**src/rtl/lsu_if.sv**
```systemverilog
// Core-side request/response and memory-side port bundle of the load/store unit.
// slave is the LSU view; master is the pipeline/memory environment view.
interface lsu_if #(
  parameter int XLEN = 32
) ();
  logic              req_valid;
  logic              req_write;
  logic [2:0]        req_size;
  logic [XLEN-1:0]   req_addr;
  logic [XLEN-1:0]   req_wdata;
  logic              stall;
  logic              rsp_valid;
  logic [XLEN-1:0]   rsp_rdata;
  logic              rsp_fault;
  logic              mem_req;
  logic              mem_we;
  logic [XLEN-1:0]   mem_addr;
  logic [XLEN/8-1:0] mem_wstrb;
  logic [XLEN-1:0]   mem_wdata;
  logic              mem_ack;
  logic [XLEN-1:0]   mem_rdata;

  modport slave (
    input  req_valid, req_write, req_size, req_addr, req_wdata, mem_ack, mem_rdata,
    output stall, rsp_valid, rsp_rdata, rsp_fault, mem_req, mem_we, mem_addr, mem_wstrb, mem_wdata
  );

  modport master (
    output req_valid, req_write, req_size, req_addr, req_wdata, mem_ack, mem_rdata,
    input  stall, rsp_valid, rsp_rdata, rsp_fault, mem_req, mem_we, mem_addr, mem_wstrb, mem_wdata
  );
endinterface

```
**src/rtl/lsu.sv**
```systemverilog
// Load/store unit: aligns stores, extends loads, flags misaligned/illegal/timeout; >=3 cycles per access.
// Stalls the pipeline while an access is pending; memory side holds mem_* stable until mem_ack.
module lsu #(
  parameter int XLEN    = 32,
  parameter int TIMEOUT = 16
) (
  input logic  clk,
  input logic  reset,
  lsu_if.slave bus
);
  localparam int NB   = XLEN / 8;
  localparam int OFFW = $clog2(NB);
  localparam int CW   = (TIMEOUT > 0) ? $clog2(TIMEOUT + 1) : 1;
  localparam logic [CW-1:0] TMAX = CW'(TIMEOUT);

  typedef enum logic [1:0] {IDLE, BUSY, RESP} state_t;
  state_t state, stateNext;

  logic [XLEN-1:0] addrQ, wdataQ, rdataQ;
  logic [NB-1:0]   strbQ;
  logic            weQ, faultQ;
  logic [2:0]      sizeQ;
  logic [OFFW-1:0] offQ;
  logic [CW-1:0]   cnt;

  logic            sizeOk, alignOk, legal, timeoutHit;
  logic [OFFW-1:0] off;
  logic [7:0]      laneMask;
  logic [NB-1:0]   laneMaskN, strbNext;
  logic [XLEN-1:0] dataMask, wdataNext, shifted, loadData;

  // Size codes 011/110 only exist on a 64-bit datapath; 1xx are load-only.
  always_comb begin
    sizeOk = 1'b0;
    case (bus.req_size)
      3'b000, 3'b001, 3'b010: sizeOk = 1'b1;
      3'b011:                 sizeOk = (XLEN == 64);
      3'b100, 3'b101:         sizeOk = !bus.req_write;
      3'b110:                 sizeOk = !bus.req_write && (XLEN == 64);
      default:                sizeOk = 1'b0;
    endcase
  end

  always_comb begin
    alignOk  = 1'b1;
    laneMask = 8'h01;
    case (bus.req_size[1:0])
      2'd0: begin alignOk = 1'b1;                      laneMask = 8'h01; end
      2'd1: begin alignOk = !bus.req_addr[0];          laneMask = 8'h03; end
      2'd2: begin alignOk = bus.req_addr[1:0] == 2'b0; laneMask = 8'h0F; end
      default: begin alignOk = bus.req_addr[2:0] == 3'b0; laneMask = 8'hFF; end
    endcase
  end

  assign legal = sizeOk && alignOk;
  assign off   = bus.req_addr[OFFW-1:0];

  always_comb begin
    laneMaskN = NB'(laneMask);
    dataMask  = '0;
    for (int i = 0; i < NB; i++) begin
      dataMask[8*i +: 8] = {8{laneMaskN[i]}};
    end
    strbNext  = laneMaskN << off;
    wdataNext = (bus.req_wdata & dataMask) << {off, 3'b000};
  end

  // Size-cast of a signed slice gives sign extension to XLEN.
  assign shifted = bus.mem_rdata >> {offQ, 3'b000};
  always_comb begin
    loadData = '0;
    case (sizeQ)
      3'b000:  loadData = XLEN'($signed(shifted[7:0]));
      3'b001:  loadData = XLEN'($signed(shifted[15:0]));
      3'b010:  loadData = XLEN'($signed(shifted[31:0]));
      3'b011:  loadData = shifted;
      3'b100:  loadData = XLEN'(shifted[7:0]);
      3'b101:  loadData = XLEN'(shifted[15:0]);
      3'b110:  loadData = XLEN'(shifted[31:0]);
      default: loadData = '0;
    endcase
  end

  assign timeoutHit = (TIMEOUT != 0) && (cnt == TMAX);

  always_ff @(posedge clk or posedge reset) begin
    if (reset) state <= IDLE;
    else       state <= stateNext;
  end

  always_comb begin
    stateNext     = state;
    bus.mem_req   = 1'b0;
    bus.stall     = 1'b0;
    bus.rsp_valid = 1'b0;
    case (state)
      IDLE: begin
        bus.stall = bus.req_valid;
        if (bus.req_valid) stateNext = legal ? BUSY : RESP;
      end
      BUSY: begin
        bus.mem_req = 1'b1;
        bus.stall   = bus.req_valid;
        if (bus.mem_ack || timeoutHit) stateNext = RESP;
      end
      RESP: begin
        bus.rsp_valid = 1'b1;
        stateNext     = IDLE;
      end
      default: stateNext = IDLE;
    endcase
  end

  // cnt holds the 1-based index of the current BUSY cycle.
  always_ff @(posedge clk or posedge reset) begin
    if (reset) begin
      addrQ  <= '0;
      strbQ  <= '0;
      wdataQ <= '0;
      weQ    <= 1'b0;
      sizeQ  <= '0;
      offQ   <= '0;
      cnt    <= '0;
      rdataQ <= '0;
      faultQ <= 1'b0;
    end else begin
      case (state)
        IDLE: begin
          if (bus.req_valid) begin
            if (legal) begin
              addrQ  <= {bus.req_addr[XLEN-1:OFFW], {OFFW{1'b0}}};
              strbQ  <= bus.req_write ? strbNext : '0;
              wdataQ <= wdataNext;
              weQ    <= bus.req_write;
              sizeQ  <= bus.req_size;
              offQ   <= off;
              cnt    <= CW'(1);
            end else begin
              faultQ <= 1'b1;
              rdataQ <= '0;
            end
          end
        end
        BUSY: begin
          if (bus.mem_ack) begin
            rdataQ <= weQ ? '0 : loadData;
            faultQ <= 1'b0;
            cnt    <= '0;
          end else if (timeoutHit) begin
            rdataQ <= '0;
            faultQ <= 1'b1;
            cnt    <= '0;
          end else begin
            cnt <= cnt + CW'(1);
          end
        end
        default: ;
      endcase
    end
  end

  assign bus.mem_we    = (state == BUSY) && weQ;
  assign bus.mem_addr  = addrQ;
  assign bus.mem_wstrb = strbQ;
  assign bus.mem_wdata = wdataQ;
  assign bus.rsp_rdata = rdataQ;
  assign bus.rsp_fault = (state == RESP) && faultQ;
endmodule
```
**src/flat_wrapper.sv**
```systemverilog
// flat-port wrapper written by rule: the top's interface ports become plain ports
module lsu_flat 
#(
  parameter int XLEN    = 32,
  parameter int TIMEOUT = 16
)
  (clk, reset, bus_req_valid, bus_req_write, bus_req_size, bus_req_addr, bus_req_wdata, bus_mem_ack, bus_mem_rdata, bus_stall, bus_rsp_valid, bus_rsp_rdata, bus_rsp_fault, bus_mem_req, bus_mem_we, bus_mem_addr, bus_mem_wstrb, bus_mem_wdata);
  lsu_if #(.XLEN(XLEN)) bus_i ();
  input logic clk;
  input logic reset;
  input wire logic [$bits(bus_i.req_valid)-1:0] bus_req_valid;
  input wire logic [$bits(bus_i.req_write)-1:0] bus_req_write;
  input wire logic [$bits(bus_i.req_size)-1:0] bus_req_size;
  input wire logic [$bits(bus_i.req_addr)-1:0] bus_req_addr;
  input wire logic [$bits(bus_i.req_wdata)-1:0] bus_req_wdata;
  input wire logic [$bits(bus_i.mem_ack)-1:0] bus_mem_ack;
  input wire logic [$bits(bus_i.mem_rdata)-1:0] bus_mem_rdata;
  output wire logic [$bits(bus_i.stall)-1:0] bus_stall;
  output wire logic [$bits(bus_i.rsp_valid)-1:0] bus_rsp_valid;
  output wire logic [$bits(bus_i.rsp_rdata)-1:0] bus_rsp_rdata;
  output wire logic [$bits(bus_i.rsp_fault)-1:0] bus_rsp_fault;
  output wire logic [$bits(bus_i.mem_req)-1:0] bus_mem_req;
  output wire logic [$bits(bus_i.mem_we)-1:0] bus_mem_we;
  output wire logic [$bits(bus_i.mem_addr)-1:0] bus_mem_addr;
  output wire logic [$bits(bus_i.mem_wstrb)-1:0] bus_mem_wstrb;
  output wire logic [$bits(bus_i.mem_wdata)-1:0] bus_mem_wdata;
  assign bus_i.req_valid = bus_req_valid;
  assign bus_i.req_write = bus_req_write;
  assign bus_i.req_size = bus_req_size;
  assign bus_i.req_addr = bus_req_addr;
  assign bus_i.req_wdata = bus_req_wdata;
  assign bus_i.mem_ack = bus_mem_ack;
  assign bus_i.mem_rdata = bus_mem_rdata;
  assign bus_stall = bus_i.stall;
  assign bus_rsp_valid = bus_i.rsp_valid;
  assign bus_rsp_rdata = bus_i.rsp_rdata;
  assign bus_rsp_fault = bus_i.rsp_fault;
  assign bus_mem_req = bus_i.mem_req;
  assign bus_mem_we = bus_i.mem_we;
  assign bus_mem_addr = bus_i.mem_addr;
  assign bus_mem_wstrb = bus_i.mem_wstrb;
  assign bus_mem_wdata = bus_i.mem_wdata;
  lsu #(.XLEN(XLEN), .TIMEOUT(TIMEOUT)) u_core (.clk(clk), .reset(reset), .bus(bus_i));
endmodule
```
**config.mk**
```make
export PLATFORM = sky130hd
export DESIGN_NAME = lsu_flat
export DESIGN_NICKNAME = d
export VERILOG_FILES = /design/src/rtl/lsu_if.sv /design/src/rtl/lsu.sv /design/src/flat_wrapper.sv
export SDC_FILE = /design/constraint.sdc
export NUM_CORES = 1
export LEC_CHECK = 0
export CAP_MARGIN = 5
export CELL_PAD_IN_SITES_DETAIL_PLACEMENT = 1
export CELL_PAD_IN_SITES_GLOBAL_PLACEMENT = 1
export CORE_UTILIZATION = 35
export CTS_CLUSTER_SIZE = 14
export DETAILED_ROUTE_END_ITERATION = 12
export PLACE_DENSITY = 0.95
export RECOVER_POWER = 100
export SLEW_MARGIN = 25
export SYNTH_ARGS = -nofsm -noshare
export SYNTH_HDL_FRONTEND = slang
export SYNTH_SLANG_ARGS = --single-unit
```
**constraint.sdc**
```tcl
create_clock -name clk -period 7.4 [get_ports clk]
set_input_delay 1.85 -clock clk [delete_from_list [all_inputs] [get_ports clk]]
set_output_delay 1.85 -clock clk [all_outputs]
set_load 0.1 [all_outputs]
```
* After elaboration in Yosys (flattened, before gate mapping)
Cells that the tools add are included.
** Operators by class
- Bitwise logic cells :: 1
- $add $sub $neg :: 1
- Reduce and logical (&&, ||, !) cells :: 21
- Mux-type cells :: 28
- Equal/unequal tests :: 20
- Shift operators :: 3
** Operators by type and width (number)
- 32-bit two-way mux :: 5
- 32-bit one-hot mux with 5 select lines :: 1
- 32-bit one-hot mux with 2 select lines :: 1
- 32-bit AND :: 1
- 32-bit by 5-bit left shift with 32-bit output :: 1
- 32-bit by 5-bit >> shifter with 32-bit output :: 1
- 5-bit two-way mux :: 4
- 3-bit == test, second input constant :: 5
- 4-bit one-hot mux with 3 select lines :: 1
- 5-bit one-hot mux with 2 select lines :: 1
- 3-bit by 2-bit == test with 1-bit output, second input constant :: 3
- 3-bit logical NOT :: 3
- 1-bit two-way mux :: 7
- 3-bit by 1-bit == test with 1-bit output, second input constant :: 2
- 2-bit logical NOT :: 3
- 2-bit two-way mux :: 3
- 3-bit AND reduction :: 2
- 3-bit OR reduction :: 2
- 5-bit by 1-bit adder with 5-bit output, second input constant :: 1
- 5-bit == test, second input constant :: 1
- 2-bit by 1-bit == test with 1-bit output, second input constant :: 2
- 2-bit == test, second input constant :: 2
- 4-bit two-way mux :: 1
- 2-bit by 1-bit inequality test with 1-bit output, second input constant :: 2
- 13 further kinds :: 19
** Storage, ports and cells
- Register bits after elaboration :: 112
- Output and inout bits :: 105

* Logic depth before layout (Yosys ltp)
Gate-level depths: netlist of run 1.
- Depth in word-level cells :: 7
- Mapped depth :: 7
- Mapped depth without buffers :: 5

* Least setup slack after synthesis of run 1
Ideal clock, no wire load.
- Path type :: input-to-output
- Start :: input bus_req_valid
- End :: output bus_stall
- Stages :: 1
- Buffers on the path :: 0
- Data required time :: 5.550 ns
- Setup slack :: 2.284 ns
- Arrival :: 3.266 ns
- Cell sequence :: nor2b_1
** Between the ends
- Cells in the longest elaborated chain, start to end :: 1
** Ends and longest elaborated chain
- start: declaration :: RTL line flat_wrapper.sv:11 : input wire logic [$bits(bus_i.req_valid)-1:0] bus_req_valid;
- 1-bit two-way mux :: RTL line lsu.sv:96 : case (state)
- end: declaration :: RTL line flat_wrapper.sv:18 : output wire logic [$bits(bus_i.stall)-1:0] bus_stall;
Every way passes these cells.

* Final worst setup path of run 1
Same ends and word-level chain as after synthesis.

==> results of run 1 <==
-- routing by layer --
metal / track usage (%) / part of all wire [%] / wire (µm) / up-vias
met5: 0 / 0 / 0 / -
met3: 8.06 / 8.9 / 1650 / 30
met2: 40.4 / 49 / 9160 / 198
li1: - / - / - / 2457
met4: 8.30 / 2.1 / 391 / 0
met1: 27.1 / 40 / 7410 / 2595
-- worst min-delay path, stage by stage, from the launching register on --
cell	delay, ps
dfrtp_1	340
nand2_1	50
nand2_1	40
-- path summary, 6_finish.rpt --
kind	from	endpoint	slack, ps
worst min-delay path	u_core.bus.mem_wdata[11]	u_core.bus.mem_wdata[11]	460
min in group asynchronous	reset	u_core.bus.rsp_rdata[22]	2720
worst max-delay path	bus_req_valid	bus_stall	1670
worst min register to register	u_core.bus.mem_wdata[11]	u_core.bus.mem_wdata[11]	460
max in group asynchronous	reset	u_core.bus.mem_addr[7]	2380
worst max register to register	u_core.state[1]	u_core.bus.mem_wdata[24]	4270
-- sequential cells by signal (all words and copies together) (netlist names) --
register / count
u_core.bus.mem_addr: 30
u_core.bus.mem_wdata: 32
u_core.bus.mem_wstrb: 4
u_core.bus.rsp_rdata: 32
u_core.cnt: 5
u_core.faultQ: 1
u_core.offQ: 2
u_core.sizeQ: 3
u_core.state: 2
u_core.weQ: 1
-- cells by family after synthesis --
kind of cell    count (synthesis)  synth area share, %
buf+inv                        64                 5.23
fa+ha+maj                       2                0.451
mux                            25                 4.76
xor+xnor                        1                0.158
flops                         112                 50.5
simple gates                  241                 18.4
other cells                     1               0.0676
compound gates                159                 20.4
-- placed cells by master (no fill, tap or decap), types with 7 or more instances in the layout --
| cell | count |
|---|---|
| nand3_1 | 11 |
| nor2b_1 | 12 |
| clkdlybuf4s50_1 | 100 |
| o2bb2ai_1 | 15 |
| a22o_1 | 19 |
| mux2i_1 | 23 |
| o21ai_0 | 44 |
| nor2_1 | 18 |
| a21oi_1 | 22 |
| dlygate4sd3_1 | 105 |
| nand2_1 | 178 |
| a211o_1 | 8 |
| clkbuf_16 | 9 |
| inv_1 | 17 |
| nand2b_1 | 9 |
| dfrtp_1 | 112 |
| o22ai_1 | 16 |
| a32o_1 | 7 |
-- final cells by class --
cell class | count | area (µm²) | share of cell area [%]
inverters | 18 | 68.8 | 0.863
well taps | 211 | 264 | 3.31
clock buffers | 12 | 256 | 3.22
clock inverters | 3 | 17.5 | 0.220
multi-input cells | 430 | 2460 | 30.8
flip-flops and latches | 112 | 2800 | 35.1
repair buffers | 215 | 2110 | 26.4
-- power groups by stage --
stage,clock network (mW),registers (mW),logic (mW)
floorplan,0,1.91,0.465
global placement,0,0.886,1.96
detailed placement,0,0.897,1.99
CTS,0.483,0.889,2.00
global route,0.503,0.903,2.01
finish,0.471,0.881,1.93
==> impl_metrics.tcl, run 1 <==
set metrics [dict create \
    row_count 45 \
    drt_iter0_drc 322 \
    synth_top_cells_by_count "178 x nand2_1, 112 x dfrtp_1, 44 x o21ai_0" \
    clock-root-buffer "clkbuf_16" \
    finalCriticalPeriod_ps 5730 \
    antenna_left 0 \
    crit_path_start_kind "input pin" \
    hold_violations 0 \
    pwr_density_cell_nw_per_um2 412 \
    ys_ff_latch 112 \
    grt_max_degree 69 \
    clk_latency_ps 360 \
    io_pins 209 \
    endpoint_kind "output pin" \
    synth_edf_count 0 \
    cts.htree.levels 3 \
    syn_area_per_cell_um2 9.17 \
    p_leak_nw 3.78 \
    vdd_drop_max_v 0.000232 \
    tritoncts "yes" \
    ys_types 50 \
    overflow 0 \
    r2r_cells 4 \
    die_h_um 128 \
    layout-drive-gt1-share_pct 4.18 \
    die_area_um2 16400 \
    synth.most_common_cell "nand2_1" \
    critPathBufInv 2 \
    min_path_type "flop to flop" \
    rsz0062_at_grt "false" \
    wirelength_mm 18.6 \
    hold_ws_ps 464 \
    holdPathStages 2 \
    p_clk_share_pct 14.3 \
    async_flop_share_pct 100 \
    critical_path.slowest_cell "dlygate4sd3_1" \
    num_antenna_cells 0 \
    first_pass_iters 4 \
    setup_viol 0 \
    antenna_found_initial 0 \
    num_vias 5280 \
    place_inst 986 \
    finish.utilization_pct 52.1 \
    io_buffers 206 \
    grt_usage_pct 23.5 \
    fmax_mhz 175 \
    total_power_mw 3.28 \
    status "complete, but fails checks" \
    grt_pass1_vias 5573 \
    criticalPathCategory "input pin to output pin" \
    cap_viol_max_count 3 \
    die_x_um 128 \
    required_ps 5550 \
    setup_ws_ps 1670 \
    p_seq_share_pct 26.8 \
    post_drt_via_cell_ratio 5.27 \
    routabilityCongestion 0.810 \
    place_area_um2 7730 \
    ys.flop_type "dfrtp_1" \
    finalNonFillerCells 1001 \
    violations "capacitance limit, slew limit" \
    core_area_um2 15300 \
    fin_crit_sh_pct 77.4 \
    fin_skew_ps 6.45 \
    cts_sinks 112 \
    crit_fanout 4 \
    final_nets 892 \
    cts.clk_slew.worst_paths_ps 70 \
    area_growth_syn_to_layout_pct 43.7 \
    synth_top_cell_by_area "dfrtp_1" \
    p_int_mw 1.45 \
    synth_top_area_share_pct 50.5 \
    cp_top_family "buffers and inverters" \
    grt_first_pass_wirelength_mm 29.5 \
    fillers 1771 \
    hold_buffers 0 \
    numCtsBuffers 9 \
    tns_ps 0 \
    wl_per_cell_um 18.6 \
    post_cts_buffers 0 \
    final_area_um2 7980 \
    start_util_pct 36.2 \
    p_sw_mw 1.84 \
    clock_path_buffers 2 \
    crit_cells 3 \
    crit_chain "clkdlybuf4s50_1, nor2b_1, dlygate4sd3_1" \
    dp_slack_ps 1730 \
    critPathMaxStageDelay_ps 1240 \
    syn_area_um2 5550 \
    tightest_slew_ps 2740 \
    slew_viol_final 165 \
    cts_resized 0 \
    drcViolationCount 0 \
    synth_area_leaders "dfrtp_1 51%, nand2_1 12%, mux2i_1 4.1%" \
    yosysWarnings 0 \
    synthCells 605 \
    slew_headroom_pct -83.8 \
    hpwlAfterDp_mm 13.4 \
    synth_seq_area_share_pct 50.5 \
    sw_frac_of_total_pct 55.9 \
    combPwrFrac_pct 58.8 \
    arrival_ps 3880 \
]
(Power assumes the default switching activity.)
==> run 2: changes to the inputs <==
- CORE_UTILIZATION: 35 -> 33
- PLACE_DENSITY: 0.95 -> 0.91
- clock period: 7.4 -> 5.4 ns (I/O delays scaled with it)
==> impl_metrics.tcl, run 2 (synthesis results as in run 1) <==
set metrics [dict create \
    status "complete, but fails checks" \
    violations "capacitance limit, slew limit" \
    finish.utilization_pct 48.6 \
    r2r_slack_ps 3090 \
    critical_path.slowest_cell "clkbuf_1" \
    routabilityCongestion 0.799 \
    clock-root-buffer "clkbuf_16" \
    final_common_cell "nand2_1" \
    slew_viol_final 69 \
    grt_usage_pct 21.2 \
    hpwlAfterDp_mm 12.9 \
    crit_fanout 4 \
    tightest_slew_ps 3160 \
    drcViolationCount 0 \
    clk_latency_ps 360 \
    p_leak_nw 3.78 \
    area_growth_syn_to_layout_pct 44.6 \
    num_vias 5219 \
    r2r-end "u_core.bus.mem_wdata[1]" \
    crit_cells 3 \
    numCtsBuffers 9 \
    row_count 47 \
    required_ps 4050 \
    antenna_found_initial 0 \
    total_power_mw 4.50 \
    grt_max_degree 79 \
    wirelength_mm 18.1 \
    post_cts_buffers 0 \
    fmax_mhz 227 \
    cts_sinks 112 \
    cts_resized 0 \
    crit_chain "clkdlybuf4s50_1, nor2b_1, clkbuf_1" \
    arrival_ps 3050 \
    antenna_left 0 \
    holdPathStages 2 \
    grt_pass1_vias 5461 \
    die_h_um 132 \
    die_area_um2 17300 \
    overflow 0 \
    cp_top_family "buffers and inverters" \
    core_area_um2 16500 \
    place_inst 996 \
    pwr_density_cell_nw_per_um2 561 \
    final_nets 893 \
    r2r_cells 5 \
    io_buffers 206 \
    hold_violations 0 \
    post_drt_via_cell_ratio 5.16 \
    first_pass_iters 4 \
    layout-drive-gt1-share_pct 4.92 \
    tns_ps 0 \
    reg2reg_from "u_core.state[1]" \
    rsz0062_at_grt "false" \
    fin_crit_sh_pct 81.5 \
    slew_headroom_pct -112 \
    crit_path_start_kind "input pin" \
    fin_skew_ps 10.6 \
    finalNonFillerCells 1012 \
    cap_viol_max_count 1 \
    tritoncts "yes" \
    critPathMaxStageDelay_ps 900 \
    finalCriticalPeriod_ps 4400 \
    crit_start "bus_req_valid" \
    hold_buffers 0 \
    start_util_pct 33.6 \
    io_pins 209 \
    cts.htree.levels 3 \
    cp-endpoint "bus_stall" \
    setup_viol 0 \
    vdd_drop_max_v 0.000315 \
    cts.clk_slew.worst_paths_ps 70 \
    endpoint_kind "output pin" \
    drt_iter0_drc 230 \
    critPathBufInv 2 \
    clock_path_buffers 2 \
    mostFrequentLayoutCells "178 x nand2_1, 112 x dfrtp_1, 104 x dlygate4sd3_1" \
    criticalPathCategory "input pin to output pin" \
    die_x_um 132 \
    num_antenna_cells 0 \
    grt_first_pass_wirelength_mm 29.2 \
    min_path_type "flop to flop" \
    wl_per_cell_um 17.8 \
]
## run 2: cell types whose count changed in the layout (fill, tap and decap cells not counted), sizes merged
cell / change
inv: +2
clkbuf: -4
buf: +3
dlygate4sd3: -1
clkinvlp: +2
## run 2: report_power, final
group / internal, mW / switching [mW]
Sequential: 1.06 / 0.137
Clock: 0.319 / 0.342
Combinational: 0.587 / 2.05
## run 2: final cells by class
class / instances / area [µm²]
Multi-Input combinational cell: 430 / 2460
Timing Repair Buffer: 216 / 2130
Fill cell: 1883 / 8500
Tap cell: 220 / 275
Inverter: 18 / 68.8
Clock buffer: 9 / 225
Clock inverter: 7 / 56.3
Sequential cell: 112 / 2800
## run 2: worst register-to-register path, stage by stage, from the launching register on
cell	delay, ps
dfrtp_1	410
nor2b_1	290
o211ai_1	170
clkbuf_2	800
nand2_1	350
o21ai_0	120
## run 2: worst min-delay path by stage
| stage | slack (ps) | to | startpoint |
|---|---|---|---|
| after floorplan | 480 | u_core.weQ | u_core.weQ |
| after global placement | 450 | u_core.bus.mem_wdata[12] | u_core.bus.mem_wdata[12] |
| after detailed placement | 460 | u_core.bus.mem_wdata[10] | u_core.bus.mem_wdata[10] |
| after CTS | 470 | u_core.bus.mem_wdata[10] | u_core.bus.mem_wdata[10] |
| after global routing | 490 | u_core.bus.mem_wdata[10] | u_core.bus.mem_wdata[10] |
| final | 460 | u_core.bus.mem_wdata[10] | u_core.bus.mem_wdata[10] |
## run 2: metal layers
| layer | GRT usage (%) | wire length (µm) | up-vias |
|---|---|---|---|
| met2 | 35.5 | 8790 | 182 |
| met1 | 26.4 | 7580 | 2552 |
| met3 | 5.56 | 1370 | 21 |
| met4 | 7.49 | 313 | 0 |
| met5 | 0 | 0 | - |
| li1 | - | - | 2464 |
## run 2: through the flow
stage	area, µm²	hold slack, ps	worst slack (ps)
floorplan	5550	476	1090
global placement	7760	453	1600
detailed placement	7760	457	1570
CTS	8040	472	1560
global route	8020	493	807
finish	8020	462	1000
